$ cat config.mk
export PLATFORM = sky130hd
export DESIGN_NAME = vga_rx_monitor
export DESIGN_NICKNAME = d
export VERILOG_FILES = /design/src/rtl/vga_rx_monitor.sv
export SDC_FILE = /design/constraint.sdc
export NUM_CORES = 1
export LEC_CHECK = 0
export ABC_AREA = 1
export BUFFER_PORTS_ARGS = -buffer_cell sky130_fd_sc_hd__buf_2
export CORE_ASPECT_RATIO = 1.25
export CORE_MARGIN = 4
export CORE_UTILIZATION = 39
export CTS_BUF_LIST = sky130_fd_sc_hd__clkbuf_8
export DETAILED_ROUTE_END_ITERATION = 8
export GPL_TIMING_DRIVEN = 0
export PLACE_DENSITY_LB_ADDON = 0.3
export SETUP_SLACK_MARGIN = 0.1
export SLEW_MARGIN = 15
export SYNTH_ARGS = -nofsm -noshare
export SYNTH_HDL_FRONTEND = slang
export SYNTH_SLANG_ARGS = --single-unit
$ cat constraint.sdc
create_clock -name clk -period 6.8 [get_ports clk]
set_input_delay 1.02 -clock clk [delete_from_list [all_inputs] [get_ports clk]]
set_output_delay 1.02 -clock clk [all_outputs]
set_load 0.02 [all_outputs]
$ cat src/rtl/vga_rx_monitor.sv
// vga_rx_monitor: receive-side checker for the VGA pixel stream.
// Locks onto the sync timing, rebuilds pixel coordinates from hsync/vsync,
// checks every line/frame length and reports a per-frame signature and a
// count of non-black pixels.
//
// Ports
//   clk          pixel clock (same clock as the generator)
//   reset        synchronous, active-high
//   hsync/vsync  sync inputs, asserted level SYNC_ACTIVE
//   rrggbb       pixel colour
//   x_px/y_px    coordinates of the registered pixel (0 when !active)
//   active       registered pixel is inside the active window
//   locked       timing matches the parameters
//   timing_err   1-cycle pulse when a violation drops the lock
//   frame_valid  1-cycle pulse when frame_sig/frame_lit update
//   frame_sig    signature of the last complete locked frame
//   frame_lit    nonzero-pixel count of that frame
module vga_rx_monitor #(
  parameter int H_TOTAL     = 832,
  parameter int H_START     = 168,
  parameter int H_ACTIVE    = 640,
  parameter int V_TOTAL     = 520,
  parameter int V_START     = 31,
  parameter int V_ACTIVE    = 480,
  parameter bit SYNC_ACTIVE = 1'b0
) (
  input  logic        clk,
  input  logic        reset,
  input  logic        hsync,
  input  logic        vsync,
  input  logic [5:0]  rrggbb,
  output logic [9:0]  x_px,
  output logic [9:0]  y_px,
  output logic        active,
  output logic        locked,
  output logic        timing_err,
  output logic        frame_valid,
  output logic [15:0] frame_sig,
  output logic [18:0] frame_lit
);
  localparam logic [10:0] HTOT = 11'(H_TOTAL);
  localparam logic [10:0] VTOT = 11'(V_TOTAL);
  localparam logic [10:0] H_LO = 11'(H_START);
  localparam logic [10:0] H_HI = 11'(H_START + H_ACTIVE);
  localparam logic [10:0] V_LO = 11'(V_START);
  localparam logic [10:0] V_HI = 11'(V_START + V_ACTIVE);
  localparam logic [9:0]  H_OFF = 10'(H_START);
  localparam logic [9:0]  V_OFF = 10'(V_START);

  typedef enum logic [1:0] {SEARCH, MEASURE, LOCKED} state_t;

  state_t      state, state_nx;
  logic        hs_r, vs_r, hs_d, vs_d;
  logic [5:0]  pix_r;
  logic        h_edge, v_edge;
  logic [9:0]  h_cnt, v_cnt, h_cur, v_cur;
  logic        line_bad, frame_bad, sat_hit, fault;
  logic        meas_bad, full_frame, report;
  logic [15:0] sig;
  logic [18:0] lit;

  // Input stage; sync copies reset to the inactive level so the first
  // assertion after reset is seen as an edge.
  always_ff @(posedge clk) begin
    if (reset) begin
      hs_r  <= ~SYNC_ACTIVE;
      vs_r  <= ~SYNC_ACTIVE;
      hs_d  <= ~SYNC_ACTIVE;
      vs_d  <= ~SYNC_ACTIVE;
      pix_r <= '0;
    end else begin
      hs_r  <= hsync;
      vs_r  <= vsync;
      hs_d  <= hs_r;
      vs_d  <= vs_r;
      pix_r <= rrggbb;
    end
  end

  assign h_edge = (hs_r == SYNC_ACTIVE) && (hs_d != SYNC_ACTIVE);
  assign v_edge = (vs_r == SYNC_ACTIVE) && (vs_d != SYNC_ACTIVE);

  // h_cur/v_cur are the coordinates of the pixel now in pix_r; the
  // registered h_cnt/v_cnt hold the previous cycle's values.
  always_comb begin
    h_cur = (h_cnt == 10'h3FF) ? h_cnt : h_cnt + 10'd1;
    if (h_edge) h_cur = '0;
    v_cur = v_cnt;
    if (h_edge && (v_cnt != 10'h3FF)) v_cur = v_cnt + 10'd1;
    if (v_edge) v_cur = '0;
  end

  assign line_bad  = h_edge && (({1'b0, h_cnt} + 11'd1) != HTOT);
  assign frame_bad = v_edge && (({1'b0, v_cnt} + 11'd1) != VTOT);
  assign sat_hit   = (&h_cur) || (&v_cur);
  assign fault     = line_bad || frame_bad || sat_hit;

  always_ff @(posedge clk) begin
    if (reset) begin
      h_cnt <= '0;
      v_cnt <= '0;
    end else begin
      h_cnt <= h_cur;
      v_cnt <= v_cur;
    end
  end

  // FSM: state register
  always_ff @(posedge clk) begin
    if (reset) state <= SEARCH;
    else       state <= state_nx;
  end

  // FSM: next state. A bad line inside MEASURE taints the whole measurement,
  // including the line that closes at the vsync edge itself.
  always_comb begin
    state_nx = state;
    unique case (state)
      SEARCH:  if (v_edge) state_nx = MEASURE;
      MEASURE: if (v_edge && !frame_bad && !line_bad && !meas_bad) state_nx = LOCKED;
      LOCKED:  if (fault) state_nx = SEARCH;
      default: state_nx = SEARCH;
    endcase
  end

  // FSM: outputs
  always_comb begin
    locked     = (state == LOCKED);
    timing_err = locked && fault;
    report     = locked && v_edge && !fault && full_frame;
  end

  // Every vsync edge starts a fresh measurement.
  always_ff @(posedge clk) begin
    if (reset || v_edge)                    meas_bad <= 1'b0;
    else if (state == MEASURE && line_bad)  meas_bad <= 1'b1;
  end

  // Set when lock is gained at a vsync edge, so the accumulators start on a
  // frame boundary and the next clean vsync edge closes a complete frame.
  always_ff @(posedge clk) begin
    if (reset || timing_err)                          full_frame <= 1'b0;
    else if (state == MEASURE && state_nx == LOCKED)  full_frame <= 1'b1;
  end

  always_comb begin
    active = locked && ({1'b0, h_cur} >= H_LO) && ({1'b0, h_cur} < H_HI)
                    && ({1'b0, v_cur} >= V_LO) && ({1'b0, v_cur} < V_HI);
    x_px   = active ? h_cur - H_OFF : '0;
    y_px   = active ? v_cur - V_OFF : '0;
  end

  always_ff @(posedge clk) begin
    if (reset || timing_err || report) begin
      sig <= '0;
      lit <= '0;
    end else if (active) begin
      sig <= {sig[14:0], sig[15]} ^ {10'b0, pix_r};
      lit <= lit + 19'(pix_r != 6'd0);
    end
  end

  always_ff @(posedge clk) begin
    if (reset) begin
      frame_valid <= 1'b0;
      frame_sig   <= '0;
      frame_lit   <= '0;
    end else begin
      frame_valid <= report;
      if (report) begin
        frame_sig <= sig;
        frame_lit <= lit;
      end
    end
  end

endmodule

### After elaboration in Yosys (flattened, before gate mapping)

Cells that the tools add are included.

| word-level totals | value |
|---|---|
| output and inout bits | 59 |
| word-level logic and storage cells | 78 |
| input bits | 10 |
| register bits after elaboration | 105 |

| cells by class | value |
|---|---|
| equal/unequal tests | 7 |
| $add $sub $neg | 7 |
| reduce and logical (&&, ||, !) cells | 32 |
| order comparisons | 4 |
| mux-type cells | 10 |
| bitwise operators | 3 |

Operators with widths:

| operator | count |
|---|---|
| $mux W10 | 6 |
| $add A10 B1 Y11 const B | 2 |
| $ne A11 B10 Y1 const B | 2 |
| $add A10 B1 Y10 const B | 2 |
| $reduce_and A10 Y1 | 2 |
| $add A19 B1 Y19 | 1 |
| $logic_and A1 B1 Y1 | 18 |
| $xor A16 B6 Y16 | 1 |
| $eq A10 B10 Y1 const B | 1 |
| $ge A10 B5 Y1 const B | 1 |
| $ge A10 B8 Y1 const B | 1 |
| $lt A10 B10 Y1 const B | 1 |
| $lt A10 B9 Y1 const B | 1 |
| $ne A10 B10 Y1 const B | 1 |
| $sub A10 B5 Y10 const B | 1 |
| $sub A10 B8 Y10 const B | 1 |
| $logic_or A1 B1 Y1 | 6 |
| $mux W2 | 3 |
| $pmux W2 S3 | 1 |
| $reduce_bool A6 Y1 | 1 |
| $eq A2 B2 Y1 const B | 2 |
| $logic_not A1 Y1 | 4 |
| $eq A2 B1 Y1 const B | 1 |
| $logic_not A2 Y1 | 1 |
| $not A1 Y1 | 2 |

### Depth between registers and ports, before layout

Gate-level depths: netlist (run 1).

| logic depth | value |
|---|---|
| word-level depth | 12 |
| depth in mapped cells | 22 |
| depth with buffers taken out | 20 |

### Worst setup path before layout (run 1)

OpenSTA, ideal clock, no wires.

| timing | value |
|---|---|
| path type | register to output |
| from | register v_cnt[0] |
| to | output port x_px[5] |
| arrival time | 2863 ps |
| stages on the path, launching flop included | 19 |
| required time | 5780 ps |
| path buffers | 1 |
| setup slack | 2917 ps |
| path through | dfxtp_1 -> ha_1 -> nand3_2 -> nor2_4 -> nand2_4 -> nand2_4 -> inv_2 -> or2_2 -> nand3b_1 -> inv_1 -> ha_1 -> nand4_1 -> nor2_2 -> nand3_1 -> nand3_4 -> nor2_4 -> buf_4 -> o21ai_0 -> a21oi_1 |

| between the ends | value |
|---|---|
| longest elaborated chain between the ends | 8 |
| elaborated cells on any way between the ends | 10 |
| classes of those cells | add/sub (1); order compare (2); eq/ne (1); mux (3); reduce/logical (3) |

RTL lines:

| element | line | source |
|---|---|---|
| start, declared | 56 | `logic [9:0] h_cnt, v_cnt, h_cur, v_cur;` |
| start signal, assigned | 104 | `v_cnt <= v_cur;` |
| parallel branches: the longest is 2 deep, another holds $add A10 B1 Y10 | - |  |
| $mux W10 * | 89 | `if (h_edge && (v_cnt != 10'h3FF)) v_cur = v_cnt + 10'd1;` |
| $mux W10 * | 90 | `if (v_edge) v_cur = '0;` |
| net v_cur[1] | 56 |  |
| $ge A10 B5 Y1 | 148 | `&& ({1'b0, v_cur} >= V_LO) && ({1'b0, v_cur} < V_HI);` |
| $logic_and A1 B1 Y1 | 148 |  |
| $logic_and A1 B1 Y1 * | 148 |  |
| net active | 34 | `output logic active,` |
| $mux W10 * | 149 | `x_px = active ? h_cur - H_OFF : '0;` |
| end, declared | 32 | `output logic [9:0] x_px,` |

Mark *: on every way through the listed nets, which the timed path passes.

### Worst setup path in the final report (run 1)

| timing | value |
|---|---|
| from | register v_cnt[0] |
| to | output port y_px[3] |

| between the ends | value |
|---|---|
| longest elaborated chain between the ends | 8 |
| elaborated cells on any way between the ends | 11 |
| classes of those cells | add/sub (2); order compare (2); eq/ne (1); mux (3); reduce/logical (3) |

RTL lines:

| element | line | source |
|---|---|---|
| parallel branches: the longest is 2 deep, another holds $add A10 B1 Y10 | - |  |
| $mux W10 * | 89 |  |
| $mux W10 * | 90 |  |
| net v_cur[1] | 56 |  |
| $ge A10 B5 Y1 | 148 |  |
| $logic_and A1 B1 Y1 (2 in series) | 148 |  |
| $mux W10 * | 150 | `y_px = active ? v_cur - V_OFF : '0;` |
| end, declared | 33 | `output logic [9:0] y_px,` |

Marked as above.

==> results of run 1 <==
synth_stat cells, types with 2 or more instances:
master    instances  share of area
buf_4             3         0.0038
nand3_4           2         0.0059
nor4_1            3         0.0032
buf_8             3         0.0076
nor3_1           13          0.011
xnor2_1          13          0.019
xor2_1           22          0.033
nor2_2            7         0.0074
o21ai_0          41          0.035
inv_1           134          0.085
ha_1              7          0.015
nor2_4            4         0.0076
a21oi_1           9         0.0076
nor2_1          162           0.10
nand3_1          51          0.043
clkbuf_1         14         0.0089
nand3_2           2         0.0034
buf_2            10         0.0085
nand4_1          13          0.014
inv_2             6         0.0038
nand2_4           3         0.0057
buf_6             2         0.0038
nand2_2           6         0.0064
dfxtp_1         105           0.36
or2_2             3         0.0032
nand2_1         300           0.19
power by group through the flow:
stage	clock, W	combinational [W]	sequential [W]
floorplan	0	0.0000592	0.000642
finish	0.000363	0.0000784	0.000630
detailed placement	0	0.0000788	0.000644
global placement	0	0.0000783	0.000644
global route	0.000399	0.0000894	0.000631
CTS	0.000377	0.0000792	0.000630
cell families after synthesis:
kind of cell | Yosys count | share of synthesized area
xor+xnor | 35 | 0.05188
fa+ha+maj | 7 | 0.01482
flops | 105 | 0.3558
simple gates | 573 | 0.4106
compound gates | 52 | 0.04532
buf+inv | 172 | 0.1216
per-layer routing:
metal  part of all wire  up-vias
met2               0.50       88
met4              0.024        0
met5                  0        -
met1               0.45     2493
met3              0.029       22
li1                   -     3014
through the flow:
stage                     setup slack, ps   power, W  cell area (sq um)
after detailed placement             2447  0.0007227               6476
after floorplan                      2917  0.0007012               5908
after CTS                            1987   0.001086               6646
after global routing                 1678   0.001120               6646
after global placement               2443  0.0007220               6476
final                                2050   0.001072               6646
sequential cells by signal, indices dropped and copies added, names as in the netlist:
| name | flops |
|---|---|
| lit | 19 |
| vs_d | 1 |
| frame_lit | 19 |
| full_frame | 1 |
| pix_r | 6 |
| state | 2 |
| sig | 16 |
| v_cnt | 10 |
| vs_r | 1 |
| frame_sig | 16 |
| hs_d | 1 |
| hs_r | 1 |
| meas_bad | 1 |
| frame_valid | 1 |
| h_cnt | 10 |
cell type report:
type,count,area (sq um),area share
Clock buffer,9,123.9,0.01864
Sequential cell,105,2102,0.3163
Tap cell,182,227.7,0.03426
Inverter,140,525.5,0.07907
Timing Repair Buffer,68,340.3,0.05120
Multi-Input combinational cell,667,3088,0.4646
Buffer,32,192.7,0.02899
Clock inverter,7,46.29,0.006965
worst paths after layout:
path | from | to | slack [ps] | depth (start not counted)
hold / removal | hs_r$_SDFF_PP1_ | hs_d$_SDFF_PP1_ | 430 | 2
setup / recovery | v_cnt[0]$_SDFF_PP0_ | y_px[3] | 2050 | 20
setup reg to reg | v_cnt[0]$_SDFF_PP0_ | sig[15]$_SDFFE_PP0P_ | 3460 | 20
hold reg to reg | hs_r$_SDFF_PP1_ | hs_d$_SDFF_PP1_ | 430 | 2
critical path, cell delays in order (launching register included):
cell      delay, ps
dfxtp_1         390
ha_1            270
nand3_2         170
nor2_4          160
nand2_4         100
nand2_4         130
inv_2            80
or2_2           270
nand3b_1        120
inv_1            60
ha_1            200
nand4_1         160
nor2_2           80
nor2_2          160
nand2_2         110
nand2_4         150
nor2_4           70
inv_2           160
buf_2           270
nor2_1           70
buf_2           160
==> impl_metrics.json, run 1 <==
{
  "mostFrequentLayoutCell": "nand2_1",
  "coreArea_sq_um": 14950,
  "grt_pass1_wl_um": 24540,
  "nNetsFinal": 1040,
  "antenna_found_initial": 0,
  "yosysUniqueCellTypes": 32,
  "worst_slew_margin_rel": 0.5590,
  "fin_worst_skew_ps": 10.01,
  "tightest_slew_ps": 661.5,
  "cts_tree": "built",
  "drtAntennaViolNets": 0,
  "period_share": 0.6986,
  "path_class": "reg -> out",
  "fin_tns_setup_ps": 0,
  "syn_area_per_cell_sq_um": 6.259,
  "cts_made_buffers": 9,
  "drv_slew": 0,
  "die_x_um": 118.1,
  "dpl.hpwl_um": 11020,
  "gr-max-usage-layer": "met2",
  "wirelength_um": 14510,
  "clock_sinks": 105,
  "grt_pass1_vias": 5130,
  "grt_util_all_layers": 0.1721,
  "p_seq_frac": 0.588,
  "final_util": 0.4445,
  "clk_pin_slew_ps": 100,
  "power_switching_w": 0.0002895,
  "postCtsSetupRepairBufs": 0,
  "hold_path_class": "reg -> reg",
  "overflow": 0,
  "cp_max_fo": 10,
  "syn_to_final_growth_pct": 12.49,
  "n_antenna_cell": 0,
  "cp.arrival_ps": 3730,
  "cts_root_buf": "clkbuf_8",
  "grtUsageMet1": 0.2112,
  "syn_inst": 944,
  "fmax_mhz": 210.5,
  "gp_congestion": 0.9322,
  "yosysWarnings": 0,
  "startpoint_type": "flip-flop",
  "dp_cells": 1194,
  "start_util": 0.3951,
  "crit_required_ps": 5780,
  "postCtsHoldBufs": 0,
  "die_area_sq_um": 17190,
  "h-tree-depth": 3,
  "clk_latency_ps": 390,
  "layout.cells.non_filler": 1210,
  "use_met3": 0.02294,
  "async_reset_ff_frac": 0,
  "ys_seq_area_frac": 0.3558,
  "swShare": 0.2701,
  "peakVddDrop_mv": 0.08425,
  "boundaryPins": 69,
  "syn_area_sq_um": 5908,
  "fp.dieH_um": 145.6,
  "p_per_area_nw_per_um2": 161.2,
  "fin_hold_ws_ps": 431.5,
  "vias": 5617,
  "power.share.combinational": 0.073,
  "fillers": 1641,
  "drtIter0Drc": 275,
  "viasPerCell": 4.642,
  "firstDrtPassIters": 5,
  "setup_violations": 0,
  "fin_crit_ps": 4750,
  "status": "finished, final reports clean",
  "leakage_nw": 3.843,
  "layout_common_cells": "300 x nand2_1, 162 x nor2_1, 136 x inv_1",
  "met2_usage": 0.3021,
  "p_int_w": 0.0007821,
  "ys_ff_latch": 105,
  "drive_gt1_frac": 0.1313,
  "cts_max_path_buffers": 2,
  "synth-edff-count": 0,
  "pwr-share-clk": 0.339,
  "ys.flop_type": "dfxtp_1",
  "maxCapViolCount": 0,
  "num_rows": 50,
  "cts_resized": 0,
  "synth_fp_nets": 961,
  "grt_max_degree": 18,
  "io_buffers": 68,
  "endpoint_kind": "output port",
  "routedWlPerCell_um": 11.99,
  "drc_errors": 0,
  "hold_viol_final": 0,
  "rsz0062_at_grt": "no"
}
No activity file was read; power rests on OpenSTA's default activity.
==> run 2: changes to the inputs <==
Clock period 6.8 ns to 4.1 ns, I/O delays scaled along.
==> impl_metrics.json, run 2 (synthesized netlist as in run 1, its figures left out) <==
{
  "fillers": 1627,
  "postCtsHoldBufs": 0,
  "worst_slew_margin_rel": 0.5725,
  "fin_area_sq_um": 6810,
  "clk_latency_ps": 390,
  "num_rows": 50,
  "cts_tree": "built",
  "clock_sinks": 105,
  "io_buffers": 68,
  "vias": 5672,
  "die_x_um": 118.1,
  "endpoint_kind": "output port",
  "tightest_slew_ps": 641.2,
  "cts_root_buf": "clkbuf_8",
  "pwr-share-clk": 0.337,
  "boundaryPins": 69,
  "postPlaceCellArea_sq_um": 6476,
  "antenna_found_initial": 0,
  "grt_pass1_vias": 5151,
  "p_int_w": 0.001301,
  "grt_pass1_wl_um": 24630,
  "crit_top_cell": "nor2_4",
  "rsz0062_at_grt": "no",
  "hold_depth": 2,
  "rrSetupSlack_ps": 960,
  "cp_max_fo": 9,
  "fin_crit_ps": 3812,
  "p_per_area_nw_per_um2": 261.7,
  "crit_required_ps": 3480,
  "n_antenna_cell": 0,
  "hold_viol_final": 0,
  "maxCapViolCount": 0,
  "period_share": 0.9297,
  "setup_violations": 0,
  "die_area_sq_um": 17190,
  "dpl.hpwl_um": 11020,
  "mostFrequentLayoutCell": "nand2_1",
  "r2r_end": "sig[15]$_SDFFE_PP0P_",
  "cts_made_buffers": 9,
  "fin_hold_ws_ps": 403.6,
  "drive_gt1_frac": 0.1474,
  "cp_top_family": "simple AND/OR/NAND/NOR gates",
  "routedWlPerCell_um": 12.04,
  "ff2ff_path_depth": 21,
  "syn_to_final_growth_pct": 15.27,
  "fp.dieH_um": 145.6,
  "nNetsFinal": 1050,
  "cpPeakStageDelay_ps": 380,
  "status": "finished, final reports clean",
  "hold_end": "hs_r$_SDFF_PP1_",
  "total_power_w": 0.001783,
  "overflow": 0,
  "firstDrtPassIters": 6,
  "cp.arrival_ps": 3200,
  "crit_start": "v_cnt[0]$_SDFF_PP0_",
  "layout_common_cells": "299 x nand2_1, 162 x nor2_1, 136 x inv_1",
  "start_util": 0.3951,
  "worstHoldStart": "hsync",
  "drc_errors": 0,
  "setup_slack_ps": 288.3,
  "grt_max_degree": 18,
  "fin_worst_skew_ps": 9.998,
  "drtIter0Drc": 274,
  "coreArea_sq_um": 14950,
  "fmax_mhz": 262.3,
  "path_class": "reg -> out",
  "leakage_nw": 3.898,
  "peakVddDrop_mv": 0.1394,
  "drv_slew": 0,
  "reg.largest.list": "frame_lit x19, lit x19",
  "drtAntennaViolNets": 0,
  "path_cells": "ha_4 > nand3_4 > nor2_4 > nand2_4 > nand2_8 > inv_2 > or2_2 > nand3b_1 > inv_1 > ha_2 > nand4_1 > nor2_4 > nand3_2 > nand3_4 > nor2_4 > buf_6 > o21ai_0 > nor2_1 > buf_4",
  "p_seq_frac": 0.586,
  "grt_util_all_layers": 0.1730,
  "place_ws_ps": 152.4,
  "wirelength_um": 14690,
  "cts_max_path_buffers": 2,
  "power.share.combinational": 0.077,
  "gp_congestion": 0.9322,
  "fin_tns_setup_ps": 0,
  "reg2reg_from": "v_cnt[0]$_SDFF_PP0_",
  "viasPerCell": 4.649,
  "swShare": 0.2701,
  "startpoint_type": "flip-flop",
  "slowest_stage": "dfxtp_4",
  "clk_pin_slew_ps": 100,
  "path_buf_inv": 4,
  "h-tree-depth": 3,
  "hold_path_class": "in -> reg",
  "power_switching_w": 0.0004815
}
[run 2: changes by cell type in the layout (fill, tap and decap cells not counted), moves of 2 or more]
cell | before | now
inv_2 | 6 | 4
ha_1 | 7 | 5
buf_4 | 3 | 16
dfxtp_4 | 0 | 2
dfxtp_1 | 105 | 102
buf_2 | 78 | 73
[run 2: metrics by stage]
| step | cells | util |
|---|---|---|
| after global placement | 1194 | 0.4331 |
| after detailed placement | 1194 | 0.4331 |
| after CTS | 1216 | 0.4500 |
| final | 1220 | 0.4555 |
| after floorplan | 944 | - |
| after global routing | 1220 | 0.4555 |
[run 2: per-layer routing]
metal  up-vias  wire, um  global-route usage
met4         0       374             0.07155
met5         -         0                   0
met1      2506      6490              0.2119
met2       108      7359              0.3041
li1       3032         -                   -
met3        26       464             0.02294
[run 2: final cells by class]
cell class                 count  area [sq um]  area share
tap                          182         227.7     0.03344
inverter                     140         533.0     0.07827
buffer                        32         206.4     0.03031
timing repair buffer          78         425.4     0.06247
multi-input combinational    667          3137      0.4606
clock inverter                 7         46.29    0.006798
clock buffer                   9         123.9     0.01819
sequential                   105          2111      0.3099
[run 2: how the worst max path moves through the flow]
stage | cells past startpoint | end | slack, ps
after floorplan | 18 | x_px[5] | 620
after global placement | 20 | y_px[3] | 150
after detailed placement | 20 | y_px[3] | 150
after CTS | 19 | y_px[3] | 110
after global routing | 19 | y_px[6] | 80
final | 19 | y_px[4] | 290
[run 2: timing repair]
| item | in CTS | in global routing |
|---|---|---|
| gates resized for setup | 10 | 15 |
| pin swaps | 6 | 6 |
| setup endpoints to repair | 21 | 21 |
| buffers inserted | 6 | 4 |
[run 2: worst reg2reg max path: cells and delay by family, from the launching register on]
kind | cells | cell delay [ps]
fa+ha+maj | 2 | 350
buf+inv | 5 | 670
flops | 1 | 380
simple gates | 13 | 1540
compound gates | 1 | 160
[run 2: power by group through the flow]
stage                     Combinational [W]  Sequential (W)  Clock, W
after floorplan                   0.0000981         0.00106         0
after global placement             0.000130         0.00107         0
after detailed placement           0.000131         0.00107         0
after CTS                          0.000134         0.00105  0.000625
after global routing               0.000155         0.00105  0.000662
final                              0.000137         0.00104  0.000601
